## src/rtl/regfile_sb_if.sv

```systemverilog
// Register file bus: decode read/reserve ports, writeback port, clear/ready.
interface regfile_sb_if #(
    parameter int XLEN  = 32,
    parameter int NREGS = 32
);
    localparam int AW = $clog2(NREGS);

    logic            clear;
    logic            ready;
    logic [AW-1:0]   ra1;
    logic [AW-1:0]   ra2;
    logic [XLEN-1:0] rd1;
    logic [XLEN-1:0] rd2;
    logic            busy1;
    logic            busy2;
    logic            we;
    logic [AW-1:0]   wa;
    logic [XLEN-1:0] wd;
    logic            rsv_en;
    logic [AW-1:0]   rsv_addr;

    modport master (
        output clear, ra1, ra2, we, wa, wd, rsv_en, rsv_addr,
        input  ready, rd1, rd2, busy1, busy2
    );

    modport slave (
        input  clear, ra1, ra2, we, wa, wd, rsv_en, rsv_addr,
        output ready, rd1, rd2, busy1, busy2
    );
endinterface

```

## src/rtl/regfile_sb.sv

```systemverilog
// Register file with clear sweep and busy scoreboard.
// Optional write-through forwarding under macro REGFILE_BYPASS_EN.
module regfile_sb #(
    parameter int XLEN     = 32,
    parameter int NREGS    = 32,
    parameter int ZERO_REG = 1
) (
    input  logic         clk,
    input  logic         rst_n,
    regfile_sb_if.slave  bus
);
    localparam int AW = $clog2(NREGS);

    typedef enum logic {S_INIT, S_RUN} state_t;

    state_t          r_state;
    state_t          w_state_nxt;
    logic [AW-1:0]   r_cnt;
    logic [AW-1:0]   w_cnt_nxt;
    logic [NREGS-1:0] r_busy;
    logic [NREGS-1:0] w_busy_nxt;
    logic [XLEN-1:0] r_mem [NREGS];

    logic            w_run;
    logic            w_wr_ok;
    logic            w_rsv_ok;
    logic            w_mem_we;
    logic [AW-1:0]   w_mem_wa;
    logic [XLEN-1:0] w_mem_wd;
    logic [XLEN-1:0] w_rd1;
    logic [XLEN-1:0] w_rd2;
    logic            w_busy1;
    logic            w_busy2;

    assign w_run    = (r_state == S_RUN);
    assign w_wr_ok  = bus.we && !(ZERO_REG != 0 && bus.wa == '0);
    assign w_rsv_ok = bus.rsv_en && !(ZERO_REG != 0 && bus.rsv_addr == '0);

    always_ff @(posedge clk or negedge rst_n) begin
        if (!rst_n) begin
            r_state <= S_INIT;
            r_cnt   <= '0;
            r_busy  <= '0;
        end else begin
            r_state <= w_state_nxt;
            r_cnt   <= w_cnt_nxt;
            r_busy  <= w_busy_nxt;
        end
    end

    always_comb begin
        w_state_nxt = r_state;
        w_cnt_nxt   = r_cnt;
        w_busy_nxt  = r_busy;
        w_mem_we    = 1'b0;
        w_mem_wa    = bus.wa;
        w_mem_wd    = bus.wd;
        unique case (r_state)
            S_INIT: begin
                w_busy_nxt = '0;
                if (bus.clear) begin
                    w_cnt_nxt = '0;
                end else begin
                    w_mem_we  = 1'b1;
                    w_mem_wa  = r_cnt;
                    w_mem_wd  = '0;
                    w_cnt_nxt = r_cnt + AW'(1);
                    if (r_cnt == AW'(NREGS - 1))
                        w_state_nxt = S_RUN;
                end
            end
            S_RUN: begin
                if (bus.clear) begin
                    w_state_nxt = S_INIT;
                    w_cnt_nxt   = '0;
                    w_busy_nxt  = '0;
                end else begin
                    w_mem_we = w_wr_ok;
                    // Reservation applied last so a new producer wins.
                    if (w_wr_ok)
                        w_busy_nxt[bus.wa] = 1'b0;
                    if (w_rsv_ok)
                        w_busy_nxt[bus.rsv_addr] = 1'b1;
                end
            end
            default: begin
                w_state_nxt = S_INIT;
                w_cnt_nxt   = '0;
            end
        endcase
    end

    // Storage has no reset so it can map onto RAM.
    always_ff @(posedge clk) begin
        if (w_mem_we)
            r_mem[w_mem_wa] <= w_mem_wd;
    end

    always_comb begin
        w_rd1   = '0;
        w_rd2   = '0;
        w_busy1 = 1'b0;
        w_busy2 = 1'b0;
        if (w_run) begin
            if (!(ZERO_REG != 0 && bus.ra1 == '0))
                w_rd1 = r_mem[bus.ra1];
            if (!(ZERO_REG != 0 && bus.ra2 == '0))
                w_rd2 = r_mem[bus.ra2];
            w_busy1 = r_busy[bus.ra1];
            w_busy2 = r_busy[bus.ra2];
`ifdef REGFILE_BYPASS_EN
            if (w_wr_ok && bus.wa == bus.ra1) begin
                w_rd1   = bus.wd;
                w_busy1 = w_rsv_ok && bus.rsv_addr == bus.ra1;
            end
            if (w_wr_ok && bus.wa == bus.ra2) begin
                w_rd2   = bus.wd;
                w_busy2 = w_rsv_ok && bus.rsv_addr == bus.ra2;
            end
`endif
        end
    end

    assign bus.ready = w_run;
    assign bus.rd1   = w_rd1;
    assign bus.rd2   = w_rd2;
    assign bus.busy1 = w_busy1;
    assign bus.busy2 = w_busy2;
endmodule

```

## src/flat_wrapper.sv

```systemverilog
// flat-port wrapper written by rule: the top's interface ports become plain ports
module regfile_sb_flat 
#(
    parameter int XLEN     = 32,
    parameter int NREGS    = 32,
    parameter int ZERO_REG = 1
)
  (clk, rst_n, bus_clear, bus_ra1, bus_ra2, bus_we, bus_wa, bus_wd, bus_rsv_en, bus_rsv_addr, bus_ready, bus_rd1, bus_rd2, bus_busy1, bus_busy2);
  regfile_sb_if #(.XLEN(XLEN), .NREGS(NREGS)) bus_i ();
  input  logic clk;
  input  logic rst_n;
  input wire logic [$bits(bus_i.clear)-1:0] bus_clear;
  input wire logic [$bits(bus_i.ra1)-1:0] bus_ra1;
  input wire logic [$bits(bus_i.ra2)-1:0] bus_ra2;
  input wire logic [$bits(bus_i.we)-1:0] bus_we;
  input wire logic [$bits(bus_i.wa)-1:0] bus_wa;
  input wire logic [$bits(bus_i.wd)-1:0] bus_wd;
  input wire logic [$bits(bus_i.rsv_en)-1:0] bus_rsv_en;
  input wire logic [$bits(bus_i.rsv_addr)-1:0] bus_rsv_addr;
  output wire logic [$bits(bus_i.ready)-1:0] bus_ready;
  output wire logic [$bits(bus_i.rd1)-1:0] bus_rd1;
  output wire logic [$bits(bus_i.rd2)-1:0] bus_rd2;
  output wire logic [$bits(bus_i.busy1)-1:0] bus_busy1;
  output wire logic [$bits(bus_i.busy2)-1:0] bus_busy2;
  assign bus_i.clear = bus_clear;
  assign bus_i.ra1 = bus_ra1;
  assign bus_i.ra2 = bus_ra2;
  assign bus_i.we = bus_we;
  assign bus_i.wa = bus_wa;
  assign bus_i.wd = bus_wd;
  assign bus_i.rsv_en = bus_rsv_en;
  assign bus_i.rsv_addr = bus_rsv_addr;
  assign bus_ready = bus_i.ready;
  assign bus_rd1 = bus_i.rd1;
  assign bus_rd2 = bus_i.rd2;
  assign bus_busy1 = bus_i.busy1;
  assign bus_busy2 = bus_i.busy2;
  regfile_sb #(.XLEN(XLEN), .NREGS(NREGS), .ZERO_REG(ZERO_REG)) u_core (.clk(clk), .rst_n(rst_n), .bus(bus_i));
endmodule
```

## config.mk

```make
export PLATFORM = sky130hd
export DESIGN_NAME = regfile_sb_flat
export DESIGN_NICKNAME = d
export VERILOG_FILES = /design/src/rtl/regfile_sb_if.sv /design/src/rtl/regfile_sb.sv /design/src/flat_wrapper.sv
export SDC_FILE = /design/constraint.sdc
export NUM_CORES = 1
export LEC_CHECK = 0
export CAP_MARGIN = 20
export CORE_MARGIN = 10
export CORE_UTILIZATION = 45
export DETAILED_ROUTE_END_ITERATION = 8
export HOLD_SLACK_MARGIN = 0.15
export SLEW_MARGIN = 20
export SYNTH_ARGS = -nofsm -noshare
export SYNTH_HDL_FRONTEND = slang
export SYNTH_SLANG_ARGS = --single-unit
```

## constraint.sdc

```tcl
create_clock -name clk -period 7.7 [get_ports clk]
set_input_delay 1.155 -clock clk [delete_from_list [all_inputs] [get_ports clk]]
set_output_delay 1.155 -clock clk [all_outputs]
set_load 0.01 [all_outputs]
```

# Word level (Yosys, flattened, before mapping)
# Memory sizes are Yosys's and may differ from the RTL's.
# Index checks and enable logic that the tools add are counted.
# word_totals
n_memories	1
ff_bits	38
input_bits	57
ramBits	1024
wordCells	62
output_inout_bits	67
# memory_table
name	depth	width	rd	rd_ports_with_merged_regs	wr	line_no	source
u_core.r_mem	32	32	2	0	1	regfile_sb.sv:22	logic [XLEN-1:0] r_mem [NREGS];
# op_classes
addsub	1
muxes	35
n_reduce_logical	10
n_bitwise	4
eq_ne	2
magnitude_cmp	6
# ops
op	count
two-way mux 32 bit	11
case mux 32 bit (2 select lines)	1
AND 32 bit	1
NOT 32 bit	1
bitwise OR 32 bit	1
less-than comparator 5 x 6 -> 1 bit, second input constant	4
logical NOT 5 bit	4
two-way mux 5 bit	4
two-way mux 1 bit	12
binary-select mux 1 bit (select 5 bit)	2
demux 1 bit (select 5 bit)	2
greater-or-equal comparator 5 x 1 -> 1 bit, second input constant	2
case mux 5 bit (2 select lines)	1
adder 5 x 1 -> 5 bit, second input constant	1
equality test 5 bit, second input constant	1
logical AND 1 bit	4
case mux 1 bit (2 select lines)	2
logical NOT 1 bit	2
!= test 2 bit, second input constant	1
NOT 1 bit	1

# Depth between registers and ports, before layout
# depth
depth_word	13
depth_mapped	7
mapped_depth_nobuf	5

# Worst setup path before layout
# OpenSTA, ideal clock, no wires.
# synth_path
kind	input to register
startpoint	input port bus_wa[1]
endpoint	memory u_core.r_mem[0][0], enable pin
setup_slack_ns	3.751
stages	5
required_time_ns	7.279
setup_ns	0.421
t_arrival_ns	3.528
n_path_buf	1
path_cell_list	or3b_2 > clkbuf_1 > nor3b_1 > o21bai_1 > nor2_1
# synth_between
elab_chain_cells	7
word_cells_on_any_way	9
cone_classes	mux: 6; reduce/logical: 3
# synth_rtl
item	line_no	source
start: declaration	flat_wrapper.sv:16	input wire logic [$bits(bus_i.wa)-1:0] bus_wa;
logical NOT 5 bit	regfile_sb.sv:36	assign w_wr_ok = bus.we && !(ZERO_REG != 0 && bus.wa == '0);
logical NOT 1 bit	regfile_sb.sv:36	
logical AND 1 bit	regfile_sb.sv:36	
two-way mux 1 bit	regfile_sb.sv:73	if (bus.clear) begin
case mux 1 bit (2 select lines)	regfile_sb.sv:58	unique case (r_state)
two-way mux 1 bit	regfile_sb.sv:95	if (w_mem_we)
two-way mux 1 bit (implied by the code)	regfile_sb.sv:96	r_mem[w_mem_wa] <= w_mem_wd;
end: declaration	regfile_sb.sv:22	
# Parallel ways exist; a longest one is shown, timed or not.

# Final worst setup path
# layout_path
startpoint	register u_core.r_state (netlist: u_core.bus.ready)
endpoint	output port bus_rd2[19]
# layout_between
elab_chain_cells	1
# layout_rtl
item	line_no	source
start: declaration	regfile_sb.sv:16	state_t r_state;
start signal: assignment	regfile_sb.sv:45	r_state <= w_state_nxt;
two-way mux 32 bit	regfile_sb.sv:104	if (w_run) begin
end: declaration	flat_wrapper.sv:22	output wire logic [$bits(bus_i.rd2)-1:0] bus_rd2;
# Every way passes these cells.

==> results.ini <==
[worst_setup_path]
setup.worst_path.start_class = flip-flop
endpoint_kind = output port
cp_num_buf_inv = 3
max_stage_delay_ns = 1.09
slowest_stage = or4_2
critPathArrivalTime_ns = 4.60
r2r_slack_ns = 3.67
cp_max_fo = 21
critical_path_class = reg2out
rr_worst_depth = 5
required_ns = 6.55
reg2reg_from = u_core.bus.ready$_DFF_PN0_
crit_family = buffers and inverters
r2r_end = u_core.r_mem[24][27]$_DFFE_PP_
path_cells = inv_1 -> or4_2 -> buf_4 -> o22a_1 -> o221ai_1 -> clkdlybuf4s50_1
path_depth = 6

[logic_synthesis]
synthAdderAreaFrac_pct = 0.0503
synth_top_family_by_area = multiplexers
ys_warn_count = 0
synth_simple_gate_area_share_pct = 1.85
synthXorXnorAreaFrac_pct = 0.0528
synth_edf_count = 1024
syn_area_per_cell_um2 = 20.3
async_flop_share_pct = 3.58
synthCells = 2451
synth_compound_area_share_pct = 3.11
ys_ff_latch = 1062
syn_nets = 2510
synth_cell_types = 46
ys_dominant_reg_cell = edfxtp_1
synthMuxAreaShare_pct = 29.3
seq_area_frac_synth_pct = 63.7
netlist_area_um2 = 49800

[drt]
wirelength_um = 150000
first_pass_iters = 5
initialDrtViolationCount = 3496
num_vias = 27600
drtAntennaViolNets = 0
drc_errors = 0
vias_per_cell = 6.65
wl_per_cell_um = 36.3

[pwr]
p_comb_share_pct = 7.4
power.static_leakage_uw = 0.0183
peakVddDrop_mv = 0.232
cellPowerDensity_nw_per_um2 = 221
p_int_uw = 9780
pwr-share-clk_pct = 41.6
switching_power_uw = 2790
p_seq_share_pct = 51.0
p_sw_share_pct = 22.2

[timing]
fin_ws_ns = 1.94
slew-limit-headroom_pct = 21.7
finalMaxSlewViolations = 0
min_period_over_period_pct = 74.8
hold_violations = 0
fin_skew_ns = 0.0120
tns_ns = 0
fin_crit_ns = 5.76
setup_violations = 0
fmax_mhz = 174
rsz0062_at_grt = no
tightest_slew_ns = 1.17

[global_routing]
grt_pass1_wl_um = 214000
grt_use_met3_pct = 4.08
antenna_found_initial = 1
grt_max_degree = 89
groute.usage.overall_pct = 23.8
gr-total-overflow = 0
first_global_vias = 29100
grt_use_met1_pct = 32.9
use_met2_pct = 38.4
grt.busiest_layer = met2

[clocking]
clkTransAtPathRegs_ns = 0.06
clk_latency_ns = 0.69
cts_hold_buf = 0
cts_sinks = 1062
cts_buffer_depth = 3
cts_tree = built
cts_buffers = 109
cts-resized-gates = 0
cts_setup_buffers = 0
root_buffer = clkbuf_16
htreeDepth = 3

[worst_hold_path]
holdCritPathClass = reg2reg
min_to = u_core.r_busy[0]$_DFF_PN0_
hp-start = u_core.r_busy[0]$_DFF_PN0_
hold_depth = 2

[run_status]
outcome = finished clean

[place]
gp_congestion = 0.787
pre_cts_slack_ns = 2.05
placed_cells = 3940
portBuffers = 123
place_hpwl_um = 85500

[layout]
final_cells = 4140
fillers = 8649
num_antenna_cells = 0
regArea_um2 = 31700
layout_commonest_cell = edfxtp_1
final_cell_mix = edfxtp_1 (1,024), mux4_2 (525), mux2i_1 (269)
final_nets = 2634
area_delta_synth_final_pct = 14.3
multi_input_area_um2 = 17600
drive_gt1_share_pct = 31.6

[job]
drv_cap = 0

[floorplan]
start_util_pct = 45.5
io_pins = 124
rows = 121
die_w_um = 353
die_h_um = 353
core-area_um2 = 109000
dieArea_um2 = 124000

[flip-flops by register name, indices dropped and copies added (netlist names)]
| name | cells |
|---|---|
| u_core.bus.ready | 1 |
| u_core.r_mem | 1024 |
| u_core.r_cnt | 5 |
| u_core.r_busy | 32 |
[stage by stage]
step | util, % | power [µW] | hold WS (ns) | instance area (µm²)
2_1_floorplan | - | 7160 | 0.482 | 49800
3_3_place_gp | 48.4 | 7440 | 0.507 | 52900
3_5_place_dp | 48.8 | 7470 | 0.524 | 53300
4_1_cts | 51.9 | 12600 | 0.533 | 56800
5_1_grt | 52.1 | 12900 | 0.564 | 56900
6_report | 52.1 | 12600 | 0.542 | 56900
[metal layers]
layer  part of all wire, %  vias up
met3                   8.2      247
met1                    40    15000
met5                0.0093        -
met2                    48     1366
li1                      -    10900
met4                   3.3        2
[cells in the mapped netlist, types with 3 or more instances]
cell type | number | share of area, %
buf_1 | 16 | 0.12
o221ai_1 | 64 | 1.1
o21ai_0 | 35 | 0.35
nand3_1 | 6 | 0.060
and3_1 | 4 | 0.050
nand3b_1 | 7 | 0.11
clkbuf_1 | 50 | 0.38
nor3b_1 | 3 | 0.045
edfxtp_1 | 1024 | 62
nand2_1 | 45 | 0.34
nor2_1 | 51 | 0.38
o22a_1 | 63 | 1.1
or2_2 | 4 | 0.050
nor3_1 | 5 | 0.050
nor2b_1 | 41 | 0.52
dfrtp_1 | 38 | 1.9
nand2b_1 | 8 | 0.10
o21bai_1 | 3 | 0.045
buf_6 | 7 | 0.16
a21oi_1 | 32 | 0.32
mux2_2 | 5 | 0.11
mux2i_1 | 269 | 5.4
buf_4 | 24 | 0.36
mux4_2 | 525 | 24
buf_2 | 93 | 0.93
[area by class of cell]
type / instances / share of cell area, %
flip-flops and latches: 1062 / 55.7
multi-input cells: 1195 / 30.9
clock buffers: 136 / 5.01
repair buffers: 205 / 4.01
well taps: 1476 / 3.25
clock inverters: 64 / 1.13
inverters: 2 / 0.0132
[how the worst max path moves through the flow]
stage                                           from                      endpoint  slack (ns)
after global routing      u_core.bus.ready$_DFF_PN0_                   bus_rd2[19]        1.81
after floorplan                            bus_wa[1]  u_core.r_mem[0][0]$_DFFE_PP_        3.75
final                     u_core.bus.ready$_DFF_PN0_                   bus_rd2[19]        1.94
after CTS                 u_core.bus.ready$_DFF_PN0_                    bus_rd2[0]        1.95
after global placement                    bus_ra2[2]                    bus_rd2[0]        2.06
after detailed placement                  bus_ra2[2]                    bus_rd2[0]        2.05
[power by group through the flow]
stage | clock (µW) | combinational (µW) | sequential (µW)
global placement | 0 | 912 | 6530
finish | 5230 | 930 | 6420
detailed placement | 0 | 927 | 6540
floorplan | 0 | 632 | 6530
CTS | 5290 | 929 | 6420
global route | 5530 | 987 | 6420
[logic make-up after synthesis]
| kind of cell | Yosys count |
|---|---|
| xor gates and xnor gates | 3 |
| DFF | 1062 |
| buffers and inverters | 194 |
| and+or+nand+nor | 184 |
| AOI/OAI and AO/OA | 207 |
| muxes | 799 |
| adders and majority gates | 2 |
[worst min-delay path, cell delays in order, from the launching register on]
cell     delay, ns
dfrtp_1       0.41
inv_1         0.06
nor2_1        0.04
Power figures use the tool's default switching activity.
